`config.mk`:
```
export PLATFORM = sky130hd
export DESIGN_NAME = pll_supervisor
export DESIGN_NICKNAME = d
export VERILOG_FILES = /design/src/rtl/pll_sup_pkg.sv /design/src/rtl/pll_supervisor_sync_2ff.sv /design/src/rtl/pll_supervisor.sv
export SDC_FILE = /design/constraint.sdc
export NUM_CORES = 1
export LEC_CHECK = 0
export ABC_CLOCK_PERIOD_IN_PS = 2700
export BUFFER_PORTS_ARGS = -buffer_cell sky130_fd_sc_hd__buf_2
export CORE_ASPECT_RATIO = 0.9
export CORE_MARGIN = 3
export CORE_UTILIZATION = 57
export DETAILED_ROUTE_END_ITERATION = 10
export PLACE_DENSITY_LB_ADDON = 0.25
export SLEW_MARGIN = 20
export SYNTH_ARGS = -nofsm -noshare
export SYNTH_HDL_FRONTEND = slang
export SYNTH_SLANG_ARGS = --single-unit
```
`constraint.sdc`:
```
create_clock -name clock_in -period 2.7 [get_ports clock_in]
set_input_delay 0.405 -clock clock_in [delete_from_list [all_inputs] [get_ports clock_in]]
set_output_delay 0.405 -clock clock_in [all_outputs]
set_load 0.03 [all_outputs]
```
`src/rtl/pll_sup_pkg.sv`:
```
// pll_sup_pkg
//   Shared definitions for the PLL bring-up supervisor.
//   - sup_state_t : supervisor state encoding (3-bit)
//   - DEF_*       : default timing constants for a 10 MHz reference clock
//   - LOST_CNT_W  : width of the saturating lock-loss counter
package pll_sup_pkg;

    typedef enum logic [2:0] {
        PLL_RST   = 3'd0,
        WAIT_LOCK = 3'd1,
        STABLE    = 3'd2,
        RUN       = 3'd3,
        FAULT     = 3'd4
    } sup_state_t;

    localparam int DEF_RST_CYCLES    = 16;
    localparam int DEF_LOCK_TIMEOUT  = 1000;  // 100 us at 10 MHz
    localparam int DEF_STABLE_CYCLES = 64;
    localparam int DEF_MAX_RETRIES   = 3;
    localparam int DEF_CNT_W         = 16;

    localparam int LOST_CNT_W = 8;

endpackage

```
`src/rtl/pll_supervisor_sync_2ff.sv`:
```
// sync_2ff
//   Two-flop single-bit synchroniser with synchronous active-high reset.
//   Also used by pixel-clock-domain consumers to resynchronise sys_reset.
//   Ports:
//     clk - destination-domain clock
//     rst - synchronous active-high reset (loads RST_VAL into both flops)
//     d   - asynchronous input
//     q   - synchronised output, two clk cycles of latency
module sync_2ff #(
    parameter logic RST_VAL = 1'b0
) (
    input  logic clk,
    input  logic rst,
    input  logic d,
    output logic q
);

    logic sync_p0;
    logic sync_p1;

    always_ff @(posedge clk) begin
        if (rst) begin
            sync_p0 <= RST_VAL;
            sync_p1 <= RST_VAL;
        end else begin
            // p0: first capture of the asynchronous input, may be metastable
            sync_p0 <= d;
            // p1: resolved copy handed to the destination logic
            sync_p1 <= sync_p0;
        end
    end

    assign q = sync_p1;

endmodule

```
`src/rtl/pll_supervisor.sv`:
```
// pll_supervisor
//   Sequences bring-up of the PLL generating the VGA pixel clock. Holds the
//   PLL in reset, waits for a qualified lock, then releases sys_reset for the
//   pixel-clock domain. Lock loss while running restarts the PLL; repeated
//   lock timeouts park the block in a sticky fault state.
//   Ports:
//     clock_in        - 10 MHz reference clock (only clock of this block)
//     reset           - synchronous active-high reset
//     pll_locked      - raw PLL LOCK, asynchronous to clock_in
//     pll_resetb      - PLL RESETB drive, 0 holds the PLL in reset
//     sys_reset       - active-high reset for downstream logic
//     ready           - 1 while the PLL is qualified and running
//     fault           - 1 once retries are exhausted, sticky until reset
//     lock_lost_count - saturating count of lock losses seen in RUN
module pll_supervisor
    import pll_sup_pkg::*;
#(
    parameter int RST_CYCLES    = DEF_RST_CYCLES,
    parameter int LOCK_TIMEOUT  = DEF_LOCK_TIMEOUT,
    parameter int STABLE_CYCLES = DEF_STABLE_CYCLES,
    parameter int MAX_RETRIES   = DEF_MAX_RETRIES,
    parameter int CNT_W         = DEF_CNT_W
) (
    input  logic                  clock_in,
    input  logic                  reset,
    input  logic                  pll_locked,
    output logic                  pll_resetb,
    output logic                  sys_reset,
    output logic                  ready,
    output logic                  fault,
    output logic [LOST_CNT_W-1:0] lock_lost_count
);

    localparam int RETRY_W = (MAX_RETRIES < 1) ? 1 : $clog2(MAX_RETRIES + 1);

    localparam logic [CNT_W-1:0]   RST_LAST = CNT_W'(RST_CYCLES - 1);
    localparam logic [CNT_W-1:0]   TMO_LAST = CNT_W'(LOCK_TIMEOUT - 1);
    localparam logic [CNT_W-1:0]   STB_LAST = CNT_W'(STABLE_CYCLES - 1);
    localparam logic [RETRY_W-1:0] RETRY_MAX = RETRY_W'(MAX_RETRIES);

    function automatic logic [LOST_CNT_W-1:0] sat_inc(input logic [LOST_CNT_W-1:0] v);
        return (v == {LOST_CNT_W{1'b1}}) ? v : v + 1'b1;
    endfunction

    sup_state_t         state;
    sup_state_t         state_nxt;
    logic [CNT_W-1:0]   counter;
    logic [RETRY_W-1:0] retry_cnt;
    logic               lock_s;
    logic               retry_inc;
    logic               retry_clr;
    logic               lost_inc;

    sync_2ff #(
        .RST_VAL (1'b0)
    ) u_lock_sync (
        .clk (clock_in),
        .rst (reset),
        .d   (pll_locked),
        .q   (lock_s)
    );

    always_comb begin
        state_nxt = state;
        retry_inc = 1'b0;
        retry_clr = 1'b0;
        lost_inc  = 1'b0;
        case (state)
            PLL_RST: begin
                if (counter == RST_LAST)
                    state_nxt = WAIT_LOCK;
            end
            WAIT_LOCK: begin
                // Lock is tested first so it wins over a coincident timeout.
                if (lock_s) begin
                    state_nxt = STABLE;
                end else if (counter == TMO_LAST) begin
                    if (retry_cnt == RETRY_MAX) begin
                        state_nxt = FAULT;
                    end else begin
                        state_nxt = PLL_RST;
                        retry_inc = 1'b1;
                    end
                end
            end
            STABLE: begin
                // A glitch sends us back to waiting without touching the
                // retry budget; the PLL itself is not reset.
                if (!lock_s) begin
                    state_nxt = WAIT_LOCK;
                end else if (counter == STB_LAST) begin
                    state_nxt = RUN;
                    retry_clr = 1'b1;
                end
            end
            RUN: begin
                if (!lock_s) begin
                    state_nxt = PLL_RST;
                    lost_inc  = 1'b1;
                end
            end
            FAULT: begin
                state_nxt = FAULT;
            end
            default: begin
                state_nxt = PLL_RST;
            end
        endcase
    end

    always_ff @(posedge clock_in) begin
        if (reset) begin
            state           <= PLL_RST;
            counter         <= '0;
            retry_cnt       <= '0;
            lock_lost_count <= '0;
            pll_resetb      <= 1'b0;
            sys_reset       <= 1'b1;
            ready           <= 1'b0;
            fault           <= 1'b0;
        end else begin
            state <= state_nxt;

            // Counter restarts on every state change so each state times
            // itself from entry.
            if (state_nxt != state)
                counter <= '0;
            else
                counter <= counter + 1'b1;

            if (retry_clr)
                retry_cnt <= '0;
            else if (retry_inc)
                retry_cnt <= retry_cnt + 1'b1;

            if (lost_inc)
                lock_lost_count <= sat_inc(lock_lost_count);

            // Outputs decode the next state so they switch on the same edge
            // as the state register.
            pll_resetb <= !((state_nxt == PLL_RST) || (state_nxt == FAULT));
            sys_reset  <= (state_nxt != RUN);
            ready      <= (state_nxt == RUN);
            fault      <= (state_nxt == FAULT);
        end
    end

endmodule

```
* Word-level counts from Yosys, hierarchy flattened
Cells that the tools add are included.
** Word-level totals
- Flip-flop bits (word level) :: 35
- Output and inout port bits :: 12
- Logic and storage cells :: 51
** Cells by class
- $add $sub $neg :: 3
- Equal/unequal tests :: 13
- Mux-type cells :: 17
- Bitwise gates (word level) :: 1
- Reductions and logical operators :: 7
** Operator list (count)
- 3-bit 2-to-1 mux :: 7
- 16-bit by 1-bit adder with 16-bit output, second input constant :: 1
- 16-bit by 10-bit equality test with 1-bit output, second input constant :: 1
- 16-bit by 4-bit equality test with 1-bit output, second input constant :: 1
- 16-bit by 6-bit equality test with 1-bit output, second input constant :: 1
- 3-bit one-hot mux with 5 select lines :: 1
- 3-bit by 2-bit equality test with 1-bit output, second input constant :: 3
- 1-bit 2-to-1 mux :: 9
- 8-bit by 1-bit adder with 8-bit output, second input constant :: 1
- 8-bit equality test, second input constant :: 1
- 3-bit equality test, second input constant :: 2
- 3-bit zero test :: 2
- 2-bit OR reduction :: 2
- 3-bit by 1-bit equality test with 1-bit output, second input constant :: 1
- 3-bit by 2-bit inequality test with 1-bit output, second input constant :: 1
- 3-bit inequality test :: 1
- 2-bit by 1-bit adder with 2-bit output, second input constant :: 1
- 2-bit equality test, second input constant :: 1
- 2-bit AND reduction :: 1
- 1-bit zero test :: 1
- 1-bit logical OR :: 1
- 1-bit inverter :: 1

* Depth between registers and ports, before layout
Gate-level depths: netlist (run 1).
- Word-level depth :: 8
- Gate-level depth with buffers :: 7
- Gate-level depth less buffers :: 6

* Cells and area by module
A second synthesis (run 1) with hierarchy kept.
** Unflattened totals
- Cells, all modules :: 180
- Area total of the unflattened synthesis :: 1664.1 um2
** Modules (own cells, without submodules)
- pll_supervisor :: times used 1, cells each 176, area an instance 1611.5 um2
- sync_2ff :: times used 1, cells each 4, area an instance 52.6 um2

* Worst setup path before layout (run 1)
No wires, ideal clock.
- Kind :: register to register
- From :: register counter[2]
- To :: register counter[1]
- Library setup time :: 0.069 ns
- Arrival :: 2.098 ns
- Slack :: 0.533 ns
- Cell stages (with the launch flop) :: 8
- Clock period less this slack :: 2.167 ns
- Path through :: dfxtp_1 buf_2 or4b_4 nor4_4 nor2b_2 or4b_1 buf_6 a21boi_2
** Between the ends
- Longest elaborated chain between the ends :: 6
- Elaborated cells between the ends (all ways) :: 11
- Classes of those cells :: eq/ne (4); mux (6); reduce/logical (1)
** Ends and longest elaborated chain
- start: declaration :: line pll_supervisor.sv:47 : logic [CNT_W-1:0] counter;
- start signal: assignment :: line pll_supervisor.sv:129 : counter <= counter + 1'b1;
- 16-bit by 6-bit equality test with 1-bit output or 16-bit by 10-bit equality test with 1-bit output (tied branches) :: line pll_supervisor.sv:91, pll_supervisor.sv:77
- 3-bit 2-to-1 mux, on equally long branches :: line pll_supervisor.sv:91, pll_supervisor.sv:77
- 3-bit 2-to-1 mux, on equally long branches :: line pll_supervisor.sv:89, pll_supervisor.sv:75
- 3-bit one-hot mux with 5 select lines * :: line pll_supervisor.sv:68 : case (state)
- 3-bit inequality test * :: line pll_supervisor.sv:126 : if (state_nxt != state)
- 2-bit OR reduction (no source line) *
Mark *: on every way between the ends. The rest lies on a longest branch, timed or not.
A chain may end at the register's enable or synchronous reset.

* Final worst setup path (run 1)
Ends and elaborated chain as after synthesis.

==> results of run 1 <==
-- area by class of cell --
class,count,share of cell area
Sequential cell,35,0.392
Multi-Input combinational cell,138,0.508
Timing Repair Buffer,14,0.0392
Clock inverter,1,0.00280
Inverter,3,0.00629
Tap cell,38,0.0266
Clock buffer,7,0.0252
-- path summary, 6_finish.rpt --
path                       startpoint                  end  cells past startpoint
setup / recovery           counter[2]           counter[1]                      5
hold / removal             pll_locked  u_lock_sync.sync_p0                      2
setup reg to reg           counter[2]           counter[1]                      5
hold reg to reg   u_lock_sync.sync_p0        u_lock_sync.q                      1
-- per-stage QoR --
step | total power, mW | cell area (µm²) | setup slack [ns]
finish | 0.826 | 1790 | 0.198
global route | 0.861 | 1790 | 0.113
CTS | 0.831 | 1790 | 0.201
detailed placement | 0.569 | 1740 | 0.245
global placement | 0.568 | 1740 | 0.321
floorplan | 0.564 | 1650 | 0.533
-- worst max-delay path, cell delays in order (launching register included) --
cell and delay, ns:
dfxtp_1 0.49, or4b_4 0.52, nor4_4 0.34, nor2b_2 0.12, or4b_1 0.76, a21boi_2 0.21
-- report_power, final --
group | total, mW | internal (mW) | switching, mW | leakage, nW
clock network | 0.268 | 0.101 | 0.166 | 0.0293
logic | 0.0289 | 0.0122 | 0.0167 | 0.324
registers | 0.529 | 0.521 | 0.00744 | 0.283
-- layer usage --
layer  routed length (µm)  vias to the layer above
li1                     -                      663
met1                 1570                      599
met2                 1400                       46
met3                  179                       10
met4                   63                        0
met5                    0                        -
-- kinds of logic after synthesis --
logic type / share of synthesized area
and+or+nand+nor: 0.303
muxes: 0.0121
buffers and inverters: 0.0235
adders and majority gates: 0.0228
DFF: 0.425
AOI/OAI and AO/OA: 0.102
xor gates and xnor gates: 0.112
-- registers in the layout (all words and copies together), names as in the netlist --
register,cells
sys_reset,1
lock_lost_count,8
counter,16
state,3
u_lock_sync.sync_p0,1
ready,1
u_lock_sync.q,1
fault,1
retry_cnt,2
pll_resetb,1
-- cell usage in the layout, fill, tap and decap left out, types with 3 or more instances in the layout --
master	n
a21oi_1	4
clkbuf_4	5
xor2_1	9
nor2b_1	5
dfxtp_1	35
nand4_1	5
nand2b_1	3
ha_1	3
nand2_1	11
nor2_1	26
inv_1	3
nand3_1	11
nor3_1	9
a21oi_2	8
buf_2	14
xnor2_1	12
==> results_dict.tcl, run 1 <==
set metrics [dict create \
    status "finished clean" \
    ys_ff_latch 35 \
    htreeDepth 2 \
    place.gp.congestion 0.871 \
    worstMarginPinSlew_ns 0.655 \
    hold_viol_final 0 \
    path_class "flip-flop to flip-flop" \
    yosysMostFrequentCell "dfxtp_1" \
    use_met1 0.260 \
    fin_crit_sh 0.927 \
    setup_viol 0 \
    maxSlewHeadroom 0.560 \
    io_buffers 14 \
    grt_util_met2 0.269 \
    cts.root.buffer_cell "clkbuf_4" \
    fin_crit_ns 2.50 \
    hp-class "input pin to flip-flop" \
    ctsHoldBuffers 0 \
    clock_sinks 35 \
    clk_pin_slew_worst_paths_ns 0.10 \
    drt-initial-drc-count 92 \
    multi_input_area_um2 910 \
    synthFlopType "dfxtp_1" \
    clock_latency_ns 0.34 \
    grt_antenna_before_repair 0 \
    syn-cell-area_um2 1650 \
    routed-via-count 1318 \
    cp.arrival_ns 2.77 \
    cts_setup_buffers 0 \
    dpl.hpwl_um 2330 \
    endpoint_kind "flip-flop" \
    layout-drive-gt1-share 0.182 \
    netlist.area_leader.share 0.425 \
    async_reset_ff_frac 0 \
    avgViaCountPerCell 5.58 \
    final.setup.tns_ns 0 \
    slew_viol_final 0 \
    holdWs_ns 0.270 \
    crit_path_max_fanout 9 \
    required_ns 2.97 \
    synth.distinct_cells 42 \
    fmax_ghz 0.400 \
    drt-total-wl_um 3210 \
    busiest_layer "met2" \
    antenna_cells 0 \
    cts_inserted_buffers 5 \
    r2r_setup_slack_ns 0.20 \
    synth-edff-count 0 \
    ys_top_cells_by_count "35 x dfxtp_1, 26 x nor2_1, 12 x xnor2_1" \
    core_area_um2 2590 \
    drt_first_pass_iters 6 \
    start_util 0.635 \
    die_area_um2 3580 \
    drc_errors 0 \
    startpoint_type "flip-flop" \
    irDropWorstVdd_uv 352 \
    overflow 0 \
    ys_seq_area_frac 0.425 \
    num_rows 17 \
    yosysTopAreaCell "dfxtp_1" \
    powerDensity_nw_per_um2 461 \
    die_h_um 57.0 \
    syn_avg_cell_area_um2 9.11 \
    wl_per_cell_um 13.6 \
    fill_cells 221 \
    top_level_ports 15 \
    die_x_um 62.7 \
    p_leak_nw 0.636 \
    synth_fp_nets 187 \
    ctsLongestPathBuffers 2 \
    syn-instance-count 181 \
    ant_nets 0 \
    dpl.cell_count 228 \
    track_usage 0.188 \
    grtUsageMet3 0.0551 \
    final_core_util 0.689 \
    grt_pass1_wl_um 5360 \
    cts_tree "done" \
    stdcell_count 236 \
    grt_pass1_vias 1144 \
    seqCellArea_um2 701 \
    fin_skew_ns 0.00531 \
    grt_setup_unrepaired "false" \
    area_growth_pct 8.50 \
    yosysWarnings 0 \
    fin_nets 203 \
    drv_cap 0 \
    grt_max_degree 19 \
    synthTopCellsByArea "dfxtp_1 42%, xnor2_1 6.4%, nor2_1 5.9%" \
    cts_resized 0 \
]
Power figures use the tool's default switching activity.
==> inputs of run 2 (changes only) <==
- SETUP_SLACK_MARGIN: unset -> 0.4
==> run 2 against run 1 <==
Effect of this change:
- clock skew down 0.0019 ns
- first-iteration DRC count increased by 40%
- final area up 1.9%
- non-clock buffer count did not move
- sequential share of layout area decreased by 0.66 points
- register-to-register slack gained 0.25 ns
- maximum frequency up 11%
- clock power hardly changed
- critical endpoint unchanged
- largest cell class unchanged
==> results_dict.tcl, run 2 (synthesis gave the netlist of run 1 again) <==
set metrics [dict create \
    clk_pin_slew_worst_paths_ns 0.10 \
    grtUsageMet3 0.0551 \
    fmax_ghz 0.445 \
    drt_first_pass_iters 4 \
    hold_viol_final 0 \
    hp-class "input pin to flip-flop" \
    powerDensity_nw_per_um2 454 \
    use_met1 0.259 \
    multi_input_area_um2 942 \
    core_area_um2 2590 \
    status "finished clean" \
    path_class "flip-flop to flip-flop" \
    r2r-end "counter[1]" \
    final_common_cell "dfxtp_1" \
    path_buf_inv 0 \
    cts_setup_buffers 0 \
    r2r-start "counter[3]" \
    slowest_delay_ns 0.58 \
    cp_slowest_cell "or4b_4" \
    cts_inserted_buffers 5 \
    ant_nets 0 \
    endpoint "counter[1]" \
    drt-initial-drc-count 129 \
    worstPathCellList "or4b_4, nor4_4, nor2b_2, or4b_4, a21boi_2" \
    fin_skew_ns 0.00340 \
    dpl.hpwl_um 2330 \
    start_util 0.635 \
    wl_per_cell_um 14.0 \
    track_usage 0.186 \
    die_area_um2 3580 \
    crit_path_max_fanout 7 \
    holdWs_ns 0.280 \
    final_cell_mix "34 x dfxtp_1, 26 x nor2_1, 14 x buf_2" \
    slew_viol_final 0 \
    dp_slack_ns 0.245 \
    die_x_um 62.7 \
    grt_util_met2 0.263 \
    htreeDepth 2 \
    grt_pass1_vias 1151 \
    io_buffers 14 \
    busiest_layer "met2" \
    layout-drive-gt1-share 0.201 \
    r2r_setup_slack_ns 0.45 \
    crit_top_cell "or4b_4" \
    area_growth_pct 10.5 \
    ctsLongestPathBuffers 2 \
    cp_top_family "simple AND/OR/NAND/NOR gates" \
    ctsHoldBuffers 0 \
    top_register "counter" \
    routed-via-count 1319 \
    required_ns 2.97 \
    cts.root.buffer_cell "clkbuf_4" \
    seqCellArea_um2 702 \
    top_regs "counter (16), lock_lost_count (8), state (3)" \
    setup_viol 0 \
    overflow 0 \
    grt_pass1_wl_um 5330 \
    final.setup.tns_ns 0 \
    drt-total-wl_um 3320 \
    clock_sinks 35 \
    irDropWorstVdd_uv 351 \
    p_leak_nw 0.642 \
    avgViaCountPerCell 5.57 \
    cp-startpoint "counter[3]" \
    place.gp.congestion 0.871 \
    die_h_um 57.0 \
    endpoint_kind "flip-flop" \
    top_level_ports 15 \
    fill_cells 218 \
    drc_errors 0 \
    clock_latency_ns 0.33 \
    antenna_cells 0 \
    largest_reg_flops 16 \
    maxSlewHeadroom 0.564 \
    fin_nets 204 \
    crit_cells 5 \
    fin_crit_ns 2.25 \
    finalWorstSetupSlack_ns 0.452 \
    placed_area_um2 1740 \
    drv_cap 0 \
    grt_max_degree 19 \
    startpoint_type "flip-flop" \
    cts_tree "done" \
    grt_setup_unrepaired "false" \
    final_area_um2 1820 \
    grt_antenna_before_repair 0 \
    fin_crit_sh 0.833 \
    worstMarginPinSlew_ns 0.649 \
    num_rows 17 \
    p_total_mw 0.829 \
    reg2regPathDepth 5 \
    cp.arrival_ns 2.52 \
]
-- run 2: changes by cell type in the layout (fill, tap and decap cells not counted), sizes merged --
| cell | change |
|---|---|
| or4b | +1 |
-- run 2: metal layers --
layer,part of all wire,routed length (µm)
met1,0.48,1590
met2,0.44,1460
met3,0.061,202
met4,0.021,70
met5,0,0
-- run 2: stage by stage --
stage	utilization	cells
2_1_floorplan	-	181
3_3_place_gp	0.670	228
3_5_place_dp	0.670	228
4_1_cts	0.691	236
5_1_grt	0.703	237
6_report	0.703	237
-- run 2: worst min-delay path by stage --
stage | end | from | cells after the start
floorplan | u_lock_sync.q | u_lock_sync.sync_p0 | 1
global placement | u_lock_sync.q | u_lock_sync.sync_p0 | 1
detailed placement | u_lock_sync.q | u_lock_sync.sync_p0 | 1
CTS | u_lock_sync.sync_p0 | pll_locked | 2
global route | u_lock_sync.sync_p0 | pll_locked | 2
finish | u_lock_sync.sync_p0 | pll_locked | 2
-- run 2: area by class of cell --
cell class,count,share of cell area
Sequential cell,35,0.385
Clock inverter,1,0.00275
Multi-Input combinational cell,139,0.517
Tap cell,38,0.0261
Timing Repair Buffer,14,0.0384
Clock buffer,7,0.0247
Inverter,3,0.00618
-- run 2: where the power goes --
group          switching (mW)  internal, mW
registers             0.00739         0.522
clock network           0.167         0.102
logic                  0.0171        0.0141
total                   0.191         0.637
-- run 2: worst register-to-register path, delay by kind of cell (launching register included) --
family | cells | cell delay (ns)
flip-flops | 1 | 0.39
AO/OA/AOI/OAI | 1 | 0.15
AND/OR/NAND/NOR | 4 | 1.64
-- run 2: repair_timing --
item,4_1_cts,5_1_grt
resized for setup,2,3
pin swaps,0,2
cloned,0,1
endpoints found under the setup margin,9,9
